### src/rtl/mem_arbiter_pkg.sv
// rtl/mem_arbiter_pkg.sv - shared codes and helpers for the memory arbiter
// Purpose: enable/direction codes, port ids, FSM states, idle field values,
//          access length codes and the read-data length mask.
// Ports:   none (package).
package mem_arbiter_pkg;

  localparam logic ENABLE  = 1'b1;
  localparam logic DISABLE = 1'b0;

  localparam logic MEM_READ  = 1'b0;
  localparam logic MEM_WRITE = 1'b1;

  localparam logic [31:0] ADDR_FREE = 32'h0000_0000;
  localparam logic [31:0] DATA_FREE = 32'h0000_0000;

  // Length codes are bytes-1.
  localparam logic [1:0] LEN_BYTE   = 2'b00;
  localparam logic [1:0] LEN_HALF   = 2'b01;
  localparam logic [1:0] LEN_TRIPLE = 2'b10;
  localparam logic [1:0] LEN_WORD   = 2'b11;

  typedef enum logic [1:0] {
    PORT_IF = 2'd0,
    PORT_LD = 2'd1,
    PORT_ST = 2'd2
  } port_id_e;

  typedef enum logic {
    ST_IDLE = 1'b0,
    ST_BUSY = 1'b1
  } arb_state_e;

  // Keeps only the bytes a read of the given length actually returned.
  function automatic logic [31:0] len_mask(input logic [1:0] len);
    case (len)
      LEN_BYTE:   return 32'h0000_00FF;
      LEN_HALF:   return 32'h0000_FFFF;
      LEN_TRIPLE: return 32'h00FF_FFFF;
      default:    return 32'hFFFF_FFFF;
    endcase
  endfunction

endpackage

### src/rtl/mem_arb_pick.sv
// rtl/mem_arb_pick.sv - combinational three-way priority picker with IF ageing
// Purpose: chooses one of the pending requesters: store over load over fetch,
//          unless fetch has aged past the limit, then fetch goes first.
// Ports:   req_if/req_ld/req_st - pending flags
//          age                  - number of grants fetch has been passed over
//          grant                - one-hot grant {st, ld, if}
//          id                   - port id of the grant
//          any                  - at least one request pending
module mem_arb_pick
  import mem_arbiter_pkg::*;
#(
  parameter int AGE_LIMIT = 4,
  parameter int AGE_W     = 3
) (
  input  logic             req_if,
  input  logic             req_ld,
  input  logic             req_st,
  input  logic [AGE_W-1:0] age,
  output logic [2:0]       grant,
  output port_id_e         id,
  output logic             any
);

  always_comb begin
    grant = 3'b000;
    id    = PORT_IF;
    any   = req_if | req_ld | req_st;
    if (req_if && (age >= AGE_W'(AGE_LIMIT))) begin
      grant = 3'b001;
      id    = PORT_IF;
    end else if (req_st) begin
      grant = 3'b100;
      id    = PORT_ST;
    end else if (req_ld) begin
      grant = 3'b010;
      id    = PORT_LD;
    end else if (req_if) begin
      grant = 3'b001;
      id    = PORT_IF;
    end
  end

endmodule

### src/rtl/mem_arbiter.sv
// rtl/mem_arbiter.sv - three-port arbiter in front of the byte-serial memory controller
// Purpose: buffers one fetch, one load and one store request, issues one at a
//          time to the controller and returns each completion to its owner.
// Ports:   clk, rst (async, active high)
//          ifEn/ifAddr/ifFlush -> ifFree, ifDone, ifData   instruction fetch
//          ldEn/ldAddr/ldLen   -> ldFree, ldDone, ldData   load
//          stEn/stAddr/stLen/stData -> stFree, stDone      store
//          mEn/mRW/mAddr/mLen/mWdata -> controller issue; mDone/mRdata <- completion
module mem_arbiter
  import mem_arbiter_pkg::*;
#(
  parameter int AGE_LIMIT = 4,
  parameter int AGE_W     = 3
) (
  input  logic        clk,
  input  logic        rst,
  input  logic        ifEn,
  input  logic [31:0] ifAddr,
  input  logic        ifFlush,
  output logic        ifFree,
  output logic        ifDone,
  output logic [31:0] ifData,
  input  logic        ldEn,
  input  logic [31:0] ldAddr,
  input  logic [1:0]  ldLen,
  output logic        ldFree,
  output logic        ldDone,
  output logic [31:0] ldData,
  input  logic        stEn,
  input  logic [31:0] stAddr,
  input  logic [1:0]  stLen,
  input  logic [31:0] stData,
  output logic        stFree,
  output logic        stDone,
  output logic        mEn,
  output logic        mRW,
  output logic [31:0] mAddr,
  output logic [1:0]  mLen,
  output logic [31:0] mWdata,
  input  logic        mDone,
  input  logic [31:0] mRdata
);

  arb_state_e       state;
  port_id_e         owner;
  logic             if_occ, ld_occ, st_occ;
  // Set when the fetch currently at the controller was flushed; its
  // completion is then swallowed and the IF slot may already hold a new one.
  logic             if_killed;
  logic [31:0]      if_addr_q, ld_addr_q, st_addr_q, st_data_q;
  logic [1:0]       ld_len_q, st_len_q;
  logic [AGE_W-1:0] age;

  logic [2:0]       grant;
  port_id_e         pick_id;
  logic             pick_any;

  assign ifFree = ~if_occ;
  assign ldFree = ~ld_occ;
  assign stFree = ~st_occ;

  // A fetch being flushed this edge must not be picked on the same edge.
  mem_arb_pick #(
    .AGE_LIMIT(AGE_LIMIT),
    .AGE_W    (AGE_W)
  ) u_pick (
    .req_if(if_occ & ~ifFlush),
    .req_ld(ld_occ),
    .req_st(st_occ),
    .age   (age),
    .grant (grant),
    .id    (pick_id),
    .any   (pick_any)
  );

  always_ff @(posedge clk or posedge rst) begin
    if (rst) begin
      state     <= ST_IDLE;
      owner     <= PORT_IF;
      if_occ    <= DISABLE;
      ld_occ    <= DISABLE;
      st_occ    <= DISABLE;
      if_killed <= DISABLE;
      if_addr_q <= ADDR_FREE;
      ld_addr_q <= ADDR_FREE;
      st_addr_q <= ADDR_FREE;
      st_data_q <= DATA_FREE;
      ld_len_q  <= LEN_BYTE;
      st_len_q  <= LEN_BYTE;
      age       <= '0;
      ifDone    <= DISABLE;
      ldDone    <= DISABLE;
      stDone    <= DISABLE;
      ifData    <= DATA_FREE;
      ldData    <= DATA_FREE;
      mEn       <= DISABLE;
      mRW       <= MEM_READ;
      mAddr     <= ADDR_FREE;
      mLen      <= LEN_BYTE;
      mWdata    <= DATA_FREE;
    end else begin
      ifDone <= DISABLE;
      ldDone <= DISABLE;
      stDone <= DISABLE;
      mEn    <= DISABLE;

      // Slot capture. Flush beats a simultaneous fetch request.
      if (ifFlush) begin
        if_occ <= DISABLE;
        if (state == ST_BUSY && owner == PORT_IF) if_killed <= ENABLE;
      end else if (ifEn && !if_occ) begin
        if_occ    <= ENABLE;
        if_addr_q <= ifAddr;
      end
      if (ldEn && !ld_occ) begin
        ld_occ    <= ENABLE;
        ld_addr_q <= ldAddr;
        ld_len_q  <= ldLen;
      end
      if (stEn && !st_occ) begin
        st_occ    <= ENABLE;
        st_addr_q <= stAddr;
        st_len_q  <= stLen;
        st_data_q <= stData;
      end

      case (state)
        ST_IDLE: begin
          if (pick_any) begin
            mEn   <= ENABLE;
            owner <= pick_id;
            state <= ST_BUSY;
            if (grant[2]) begin
              mRW    <= MEM_WRITE;
              mAddr  <= st_addr_q;
              mLen   <= st_len_q;
              mWdata <= st_data_q;
            end else if (grant[1]) begin
              mRW    <= MEM_READ;
              mAddr  <= ld_addr_q;
              mLen   <= ld_len_q;
              mWdata <= DATA_FREE;
            end else begin
              mRW    <= MEM_READ;
              mAddr  <= if_addr_q;
              mLen   <= LEN_WORD;
              mWdata <= DATA_FREE;
            end
            // Age saturates at the limit rather than wrapping.
            if (grant[0]) begin
              age <= '0;
            end else if (if_occ && !ifFlush && (age < AGE_W'(AGE_LIMIT))) begin
              age <= age + 1'b1;
            end
          end
        end
        ST_BUSY: begin
          if (mDone) begin
            state     <= ST_IDLE;
            if_killed <= DISABLE;
            case (owner)
              PORT_ST: begin
                stDone <= ENABLE;
                st_occ <= DISABLE;
              end
              PORT_LD: begin
                ldDone <= ENABLE;
                ldData <= mRdata & len_mask(ld_len_q);
                ld_occ <= DISABLE;
              end
              default: begin
                if (!if_killed && !ifFlush) begin
                  ifDone <= ENABLE;
                  ifData <= mRdata;
                  if_occ <= DISABLE;
                end
              end
            endcase
          end
        end
        default: state <= ST_IDLE;
      endcase
    end
  end

endmodule

### config.mk
export PLATFORM = sky130hd
export DESIGN_NAME = mem_arbiter
export DESIGN_NICKNAME = d
export VERILOG_FILES = /design/src/rtl/mem_arbiter_pkg.sv /design/src/rtl/mem_arb_pick.sv /design/src/rtl/mem_arbiter.sv
export SDC_FILE = /design/constraint.sdc
export NUM_CORES = 1
export LEC_CHECK = 0
export CORE_MARGIN = 2
export CORE_UTILIZATION = 40
export DETAILED_ROUTE_END_ITERATION = 12
export HOLD_SLACK_MARGIN = 0.12
export PLACE_DENSITY = 0.71
export SETUP_SLACK_MARGIN = 0.02
export SKIP_CTS_REPAIR_TIMING = 1
export SYNTH_ARGS = -nofsm -noshare
export SYNTH_HDL_FRONTEND = slang
export SYNTH_SLANG_ARGS = --single-unit
### constraint.sdc
create_clock -name clk -period 9.8 [get_ports clk]
set_input_delay 1.96 -clock clk [delete_from_list [all_inputs] [get_ports clk]]
set_output_delay 1.96 -clock clk [all_outputs]
set_load 0.01 [all_outputs]
==> impl_metrics.env <==
export IMPL_finalCritPeriodShare_pct=39.2
export IMPL_path_class="reg2out"
export IMPL_slowest_stage="clkdlybuf4s50_1"
export IMPL_drive_gt1_share_pct=21.0
export IMPL_drt_pass1_iter_count=4
export IMPL_row_count=60
export IMPL_p_int_w=0.00340
export IMPL_crit_fanout=37
export IMPL_synth_distinct_cells=35
export IMPL_vdd_drop_max_v=0.000150
export IMPL_post_dp_cell_area_um2=14500
export IMPL_swShare_pct=31.1
export IMPL_fin_setup_tns_ns=0
export IMPL_io_buffers=308
export IMPL_slew_violations=0
export IMPL_htree_num_levels=1
export IMPL_die_w_um=171
export IMPL_p_clk_share_pct=24.3
export IMPL_grt_max_degree=153
export IMPL_synth_area_per_cell_um2=12.9
export IMPL_p_leak_nw=6.53
export IMPL_start_kind="flip-flop"
export IMPL_cts_sinks=276
export IMPL_cp_arrival_ns=1.88
export IMPL_outcome="finished clean"
export IMPL_rr_worst_depth=4
export IMPL_required_ns=7.84
export IMPL_clk_pin_slew_worst_paths_ns=0.06
export IMPL_via_count=7761
export IMPL_final_cell_area_um2=15500
export IMPL_hold_path_class="reg2reg"
export IMPL_area_growth_pct=40.1
export IMPL_switching_power_w=0.00154
export IMPL_synth_seq_cells=276
export IMPL_cap_viol_max_count=0
export IMPL_dr_first_iter_drc_count=485
export IMPL_via_per_inst=5.03
export IMPL_ys_seq_area_share_pct=62.3
export IMPL_slew_headroom_pct=23.3
export IMPL_nets=1321
export IMPL_slowest_delay_ns=0.50
export IMPL_tightestPinTransition_ns=1.15
export IMPL_r2r_slack_ns=7.27
export IMPL_drc=0
export IMPL_die_h_um=171
export IMPL_wl_mm=29.3
export IMPL_worstSkewPairLatency_ns=0.54
export IMPL_pwr_share_comb_pct=36.4
export IMPL_fin_crit_ns=3.84
export IMPL_r2r_start="st_occ"
export IMPL_yosys_warnings=0
export IMPL_setup_viol=0
export IMPL_antenna_found_initial=4
export IMPL_die_area_um2=29100
export IMPL_fin_worst_skew_ns=0.0113
export IMPL_finalHoldViolations=0
export IMPL_clock_path_buffers=3
export IMPL_synth_nets=1033
export IMPL_timing_hold_ws_ns=0.478
export IMPL_initial_core_util_pct=40.9
export IMPL_routedWlPerCell_um=19.0
export IMPL_hold_path_end="ldData[23]"
export IMPL_core_um2=27100
export IMPL_dp_slack_ns=5.43
export IMPL_root_buffer="clkbuf_16"
export IMPL_pin_count=309
export IMPL_grt_pass1_wl_mm=45.0
export IMPL_r2r_end="st_addr_q[6]"
export IMPL_holdPathStages=2
export IMPL_power_density_nw_per_um2=318
export IMPL_path_cells="buf_4 -> inv_1 -> clkdlybuf4s50_1"
export IMPL_grt_total_usage_pct=19.8
export IMPL_grt_overflow=0
export IMPL_power_frac_seq_pct=39.4
export IMPL_setup_ws_ns=5.96
export IMPL_syn_inst=858
export IMPL_numCtsBuffers=29
export IMPL_drtAntennaViolNets=0
export IMPL_grt_setup_unrepaired="no"
export IMPL_syn_area_um2=11100
export IMPL_tritoncts="built"
export IMPL_endpoint_kind="primary output"
export IMPL_fmax_mhz=260
export IMPL_grt_pass1_vias=8029
export IMPL_hpwl_mm=19.5
export IMPL_hp_start="ldData[23]"
export IMPL_gp_congestion=0.791
## registers in the layout (all words and copies together) (netlist names), 2 cells and up
register   cells
mAddr         32
st_addr_q     32
st_data_q     32
if_addr_q     32
ifData        32
st_len_q       2
mLen           2
mWdata        32
age            3
ldData        32
ld_len_q       2
ld_addr_q     32
## layer usage
layer  vias to the layer above  GRT usage [%]  part of all wire (%)
met5                         -              0                 0.044
met2                       241           33.2                    48
li1                       3612              -                     -
met1                      3854           25.9                    43
met3                        52           4.09                   5.7
met4                         2           6.09                   3.2
## cell usage in the layout, fill, tap and decap left out, drive strengths merged
cell and instances:
a22o 34, and2 1, nor4 1, nor3 2, ha 4, diode 3, o21a 32, nor2 7
nor2b 2, o21ai 124, or2 2, and3 1, bufinv 5, o22ai 2, clkdlybuf4s50 308, a21o 2
clkinv 6, a31oi 1, inv 10, nor3b 1, a21oi 33, nand3 1, clkbuf 42, nand2b 4
and3b 1, nand2 84, mux2 173, dfrtp 276, buf 10
## critical path: cells and delay by family, from the launching register on
kind                   cells  cell delay (ns)
buffers and inverters      3             1.02
DFF                        1             0.32
## Yosys cell counts
| cell type | count | share of area (%) |
|---|---|---|
| nor4_4 | 1 | 0.19 |
| buf_4 | 5 | 0.34 |
| nand2_1 | 84 | 2.8 |
| nor2_1 | 6 | 0.20 |
| clkbuf_1 | 26 | 0.88 |
| o21a_1 | 32 | 2.2 |
| nor3_1 | 2 | 0.090 |
| inv_2 | 1 | 0.034 |
| ha_1 | 4 | 0.45 |
| a21oi_1 | 33 | 1.5 |
| dfrtp_1 | 276 | 62 |
| mux2_2 | 171 | 17 |
| and3_1 | 1 | 0.056 |
| o22ai_1 | 2 | 0.11 |
| buf_6 | 4 | 0.41 |
| a21o_1 | 1 | 0.068 |
| o21ai_0 | 107 | 4.8 |
| nand2b_4 | 1 | 0.12 |
| nor2_8 | 1 | 0.18 |
| inv_1 | 8 | 0.27 |
| a31oi_1 | 1 | 0.056 |
| buf_1 | 1 | 0.034 |
| nand2b_1 | 3 | 0.17 |
| a21o_2 | 1 | 0.079 |
| buf_2 | 23 | 1.0 |
| o21ai_1 | 17 | 0.77 |
| nor3b_2 | 1 | 0.11 |
| mux2_1 | 2 | 0.20 |
| and3b_1 | 1 | 0.079 |
| and2_1 | 1 | 0.056 |
| a22o_1 | 34 | 2.7 |
| clkbuf_2 | 2 | 0.090 |
| nand3_1 | 1 | 0.045 |
| nor2b_1 | 2 | 0.11 |
| or2_2 | 2 | 0.11 |
## worst max-delay path by stage
stage | startpoint | endpoint | slack [ns]
after detailed placement | stEn | st_data_q[13] | 5.43
after global routing | ld_occ | ldFree | 5.87
after floorplan | rst | age[0] | 0.23
final | ld_occ | ldFree | 5.96
after CTS | ld_occ | ldFree | 5.93
after global placement | stEn | st_data_q[18] | 5.50
## cell type report
| class | count | area [um^2] |
|---|---|---|
| Antenna cell | 3 | 7.51 |
| Clock buffer | 42 | 885 |
| Clock inverter | 12 | 189 |
| Fill cell | 2271 | 11600 |
| Inverter | 9 | 41.3 |
| Multi-Input combinational cell | 512 | 3870 |
| Sequential cell | 276 | 6910 |
| Tap cell | 372 | 465 |
| Timing Repair Buffer | 318 | 3170 |
## power by group through the flow
stage / Combinational [W] / Clock (W) / Sequential (W)
floorplan: 0.000921 / 0 / 0.00200
global placement: 0.00177 / 0 / 0.00195
detailed placement: 0.00182 / 0 / 0.00196
CTS: 0.00183 / 0.00123 / 0.00195
global route: 0.00196 / 0.00127 / 0.00201
finish: 0.00180 / 0.00120 / 0.00195
## stage by stage
stage	power [W]	utilization, %	cells
2_1_floorplan	0.00292	-	858
3_3_place_gp	0.00372	53.3	1487
3_5_place_dp	0.00378	53.3	1487
4_1_cts	0.00500	57.3	1541
5_1_grt	0.00524	57.3	1542
6_report	0.00494	57.3	1544
## cells by family (layout without fill, tap and decap cells)
kind of cell               after synthesis  after routing  share of synthesized area, %
DFF                                    276            276                          62.3
buffers and inverters                   70            381                          3.09
adders and majority gates                4              4                         0.451
AOI/OAI and AO/OA                      228            228                          12.3
and+or+nand+nor                        107            107                          4.38
other                                    0              3                             0
muxes                                  173            173                          17.6
Power figures use the tool's default switching activity.
==> patch 1, RTL diff (same flow settings) <==
Re-encode `port_id_e` (3 values) as one-hot, 3 bits wide.
--- a/src/rtl/mem_arbiter_pkg.sv
+++ b/src/rtl/mem_arbiter_pkg.sv
@@ -19,10 +19,10 @@
   localparam logic [1:0] LEN_TRIPLE = 2'b10;
   localparam logic [1:0] LEN_WORD   = 2'b11;
 
-  typedef enum logic [1:0] {
-    PORT_IF = 2'd0,
-    PORT_LD = 2'd1,
-    PORT_ST = 2'd2
+  typedef enum logic [2:0] {
+    PORT_IF = 3'b001,
+    PORT_LD = 3'b010,
+    PORT_ST = 3'b100
   } port_id_e;
 
   typedef enum logic {
Function: no difference found for any inputs over 4 cycles, from zero or initial values and one cycle with rst high; so few cycles prove little.
==> patch 1 against the unedited design <==
Cell area decreased by 0.39%. Largest power group unchanged. Die area about the same. Worst setup slack got worse by 0.14 ns. Wire length increased by 0.59%. Clock skew increased by 0.0021 ns. Power decreased by 1.5%. Global-route usage increased by 0.28 points. Sequential share of layout area increased by 0.34 points. Synthesized area about the same. Clock power decreased by 7%. Sequential cell count increased by 1. Critical path type is now primary input to flip-flop.
==> patch 1: results (changes against the unedited design) <==
syn_nets - 1051 (+1.7%)
clk_lat worst skew - 0.54 ns (about the same)
Final nets - 1340 (+1.4%)
ys async rst share - 1.00 (unchanged)
family with the most delay on the worst path - buffers and inverters
port bufs - 308 (unchanged)
worst-path fanout max - 66 (+78%)
worst hold path type - flip-flop to flip-flop
fillers - 2253 (-0.79%)
Clk pin slew, worst setup/hold paths - 0.06 ns (about the same)
met2 Use GR - 0.344 (+0.0123)
H-tree levels - 1 (unchanged)
HPWL after detailed placement - 19.2 mm (-1.1%)
critical path's slowest cell - clkdlybuf4s50_1
maximum VDD drop - 0.146 mV (-2.7%)
WL/cell - 18.8 um (-0.69%)
Worst Path Arrival - 4.42 ns (+2.54 ns)
Post-synth top flop - dfrtp_1
dpl ws - 5.29 ns (-0.145 ns)
Longest Clk Path Bufs - 3 (unchanged)
clock skew - 0.0133 ns (+0.00208 ns)
top post-synthesis cells by area - dfrtp_1, mux2_2, o21ai_0, nand2_1, a22o_1
Worst path max stage delay - 0.51 ns
Lkg Pwr - 0.00660 uW (+1.0%)
setup violators final - 0 (unchanged)
Iteration-0 DRC Markers - 459 (-5.4%)
Cell Area, Placed - 0.0145 mm^2 (+0.20%)
yosys warns - 0 (unchanged)
global-route wire length before repair - 45.7 mm (+1.5%)
GPL Wtd Cong - 0.753 (-4.8%)
number of global-route vias before repair - 8201 (+2.1%)
vias - 7947 (+2.4%)
share of layout cells above drive strength 1 - 0.200 (-0.0106)
DRT Pass-1 Iters - 4 (unchanged)
Tot GR Track Use - 0.201 (+0.00278)
synth unique cells - 32 (-8.6%)
initial antenna violation count - 1 (-3)
CTS buffer count - 31 (+6.9%)
status - finished, final reports clean
CTS root buffer - clkbuf_16
Rel. slew slack - 0.228 (-0.00503)
pin count of the biggest net entering global routing - 154 (+0.65%)
met1 usage - 0.266 (+0.00660)
commonest cells in the netlist - dfrtp_1, mux2_2, o21ai_0
met3 usage - 0.0354 (-0.00555)
Seq/Total Area, Yosys - 0.625 (+0.00258)
## patch 1: cell types whose count changed after synthesis, sizes merged, moves of 2 or more
cell	delta
inv	-2
o21ai	-14
nand2b	+2
nand3	+23
nand2	+16
ha	-3
clkbuf	+3
nor2	+2
mux2	-8
## patch 1: cells by family after synthesis
group / after synthesis / synth area share
mux: 165 / 0.171
flops: 277 / 0.625
simple gates: 150 / 0.0580
buf+inv: 71 / 0.0279
compound gates: 215 / 0.117
fa+ha+maj: 1 / 0.00113
## patch 1: power by group
part	switching, uW	total, uW	internal (uW)
clock	460	1110	652
combinational	789	1790	1000
sequential	303	1960	1660
## patch 1: layout make-up
| type | count | area share |
|---|---|---|
| flip-flops and latches | 277 | 0.448 |
| multi-input cells | 531 | 0.250 |
| repair buffers | 319 | 0.205 |
| clock buffers | 43 | 0.0569 |
| well taps | 372 | 0.0301 |
| clock inverters | 13 | 0.00703 |
| inverters | 8 | 0.00243 |
| diodes | 1 | 0.000162 |
## patch 1: final timing paths
kind,from,endpoint,slack (ns),depth (start not counted)
setup / recovery,ifFlush,mWdata[22],5.81,8
hold / removal,ldData[13],ldData[13],0.47,2
setup reg to reg,st_occ,mAddr[26],7.21,6
hold reg to reg,ldData[13],ldData[13],0.47,2
max in group asynchronous,rst,mAddr[1],6.41,3
min in group asynchronous,rst,ifData[2],1.98,2
## patch 1: metal layers
metal	vias up	share of wire	wire length (um)
met2	245	0.49	14400
met5	-	0	0
li1	3667	-	-
met1	3996	0.44	12900
met4	0	0.017	513
met3	39	0.056	1640
## patch 1: through the flow
step / instances / utilization
final: 1564 / 0.571
after global routing: 1563 / 0.571
after CTS: 1563 / 0.571
after detailed placement: 1507 / 0.534
after global placement: 1507 / 0.534
after floorplan: 879 / -
==> patch 2, RTL diff (config.mk and constraints unchanged) <==
Made on the original files. Set the package constant `ENABLE` to 1'b0 (it was 1'b1).
--- a/src/rtl/mem_arbiter_pkg.sv
+++ b/src/rtl/mem_arbiter_pkg.sv
@@ -4,7 +4,7 @@
 // Ports:   none (package).
 package mem_arbiter_pkg;
 
-  localparam logic ENABLE  = 1'b1;
+  localparam logic ENABLE  = 1'b0;
   localparam logic DISABLE = 1'b0;
 
   localparam logic MEM_READ  = 1'b0;
Function: changed (Yosys sat finds a counterexample within 4 cycles, from zero or initial values and one cycle with rst high).
==> patch 2 against the unedited design <==
Synthesized area increased by 0.89%. Cell area decreased by 0.59%. Via count decreased by 0.53%. Register-to-register slack got worse by 0.07 ns. Sequential cell count decreased by 4. Synthesized cell count decreased by 0.35%. Global-route usage decreased by 0.65 points. Power decreased by 17%. Worst setup slack got worse by 0.089 ns. Wire length decreased by 3.1%. Largest cell class unchanged. Highest routed layer unchanged.
==> patch 2: results (changes against the unedited design) <==
WL/cell - 18.4 um (-2.9%)
ys async rst share - 1.00 (unchanged)
maximum VDD drop - 0.112 mV (-25%)
worst-path fanout max - 37 (unchanged)
dpl ws - 5.40 ns (-0.0280 ns)
Synth Area in Compound Gates - 0.123 (about the same)
vias per cell - 5.01 (-0.27%)
Longest Clk Path Bufs - 3 (unchanged)
Lkg Pwr - 0.00650 uW (-0.45%)
vias - 7720 (-0.53%)
clock skew - 0.00959 ns (-0.00167 ns)
clk_lat worst skew - 0.54 ns (about the same)
CTS root buffer - clkbuf_16
synth unique cells - 37 (+5.7%)
fillers - 2323 (+2.3%)
HPWL after detailed placement - 18.6 mm (-4.4%)
adder-cell share of the synthesized area - 0.00447 (-0.0000399)
share of layout cells above drive strength 1 - 0.208 (-0.00214)
Tot GR Track Use - 0.191 (-0.00650)
Worst-Margin Slew - 1.09 ns (-0.0549 ns)
H-tree levels - 1 (unchanged)
Post-Place Cells - 1484 (-0.20%)
final hold violation count - 0 (unchanged)
status - finished, final reports clean
Final nets - 1312 (-0.68%)
Worst Path Arrival - 1.97 ns (+0.09 ns)
top post-synthesis cells by area - dfrtp_1, mux2_2, o21ai_0, mux2_4, nand2_1
pin count of the biggest net entering global routing - 146 (-4.6%)
port bufs - 304 (-1.3%)
initial antenna violation count - 6 (+2)
Iteration-0 DRC Markers - 419 (-14%)
global-route wire length before repair - 44.0 mm (-2.2%)
Pint - 2900 uW (-15%)
commonest cells in the netlist - dfrtp_1, mux2_2, o21ai_0
GPL Wtd Cong - 0.788 (-0.37%)
Avg Synthesized Cell Area - 13.1 um^2 (+1.2%)
Cell Area, Placed - 0.0144 mm^2 (about the same)
yosys warns - 0 (unchanged)
DRT Pass-1 Iters - 4 (unchanged)
Post-Synth XOR/XNOR Area - 0 (unchanged)
Clk pin slew, worst setup/hold paths - 0.06 ns (about the same)
mux cell area share after synthesis - 0.184 (+0.00851)
Layout Utilization - 0.559 (-0.0143)
CTS buffer count - 29 (unchanged)
number of global-route vias before repair - 7860 (-2.1%)
worst hold path type - flip-flop to flip-flop
Seq/Total Area, Yosys - 0.608 (-0.0144)
## patch 2: changes by cell type in the layout (fill, tap and decap cells not counted), moves of 5 or more
cell,before,now
clkbuf_8,11,6
mux2_4,0,30
mux2_2,171,143
clkbuf_1,2,8
## patch 2: cell type report
type                       instances  area share
antenna                            5    0.000810
clock buffer                      43      0.0543
clock inverter                     8     0.00948
inverter                           7     0.00219
multi-input combinational        513       0.259
sequential                       272       0.441
tap                              378      0.0306
timing repair buffer             314       0.203
## patch 2: path summary, 6_finish.rpt
check	from	end	slack, ns	cells past startpoint
min	ldData[14]	ldData[14]	0.48	2
max reg2reg	mRW	ifData[26]	7.20	5
max	st_occ	stFree	5.87	3
min in group asynchronous	rst	ifData[29]	1.93	2
min reg2reg	ldData[14]	ldData[14]	0.48	2
max in group asynchronous	rst	st_data_q[5]	6.38	3
## patch 2: worst max-delay path, cell delays in order (launching register included)
cell	delay, ns
dfrtp_1	0.33
buf_4	0.46
inv_1	0.13
clkdlybuf4s50_1	0.53
## patch 2: metal layers
metal | vias to the layer above | global-route usage | wire, um
met5 | - | 0 | 16
met4 | 2 | 0.0726 | 959
met3 | 62 | 0.0364 | 1710
met2 | 266 | 0.312 | 13500
met1 | 3808 | 0.255 | 12200
li1 | 3582 | - | -
## patch 2: power groups by stage
| stage | Combinational (uW) | Clock, uW | Sequential (uW) |
|---|---|---|---|
| 3_3_place_gp | 1310 | 0 | 1660 |
| 5_1_grt | 1430 | 1210 | 1690 |
| 4_1_cts | 1340 | 1160 | 1650 |
| 6_report | 1320 | 1130 | 1650 |
| 3_5_place_dp | 1340 | 0 | 1660 |
| 2_1_floorplan | 655 | 0 | 1710 |
## patch 2: cell families after synthesis
group	count (synthesis)
flops	272
buf+inv	73
fa+ha+maj	4
other cells	1
simple gates	102
mux	173
compound gates	230
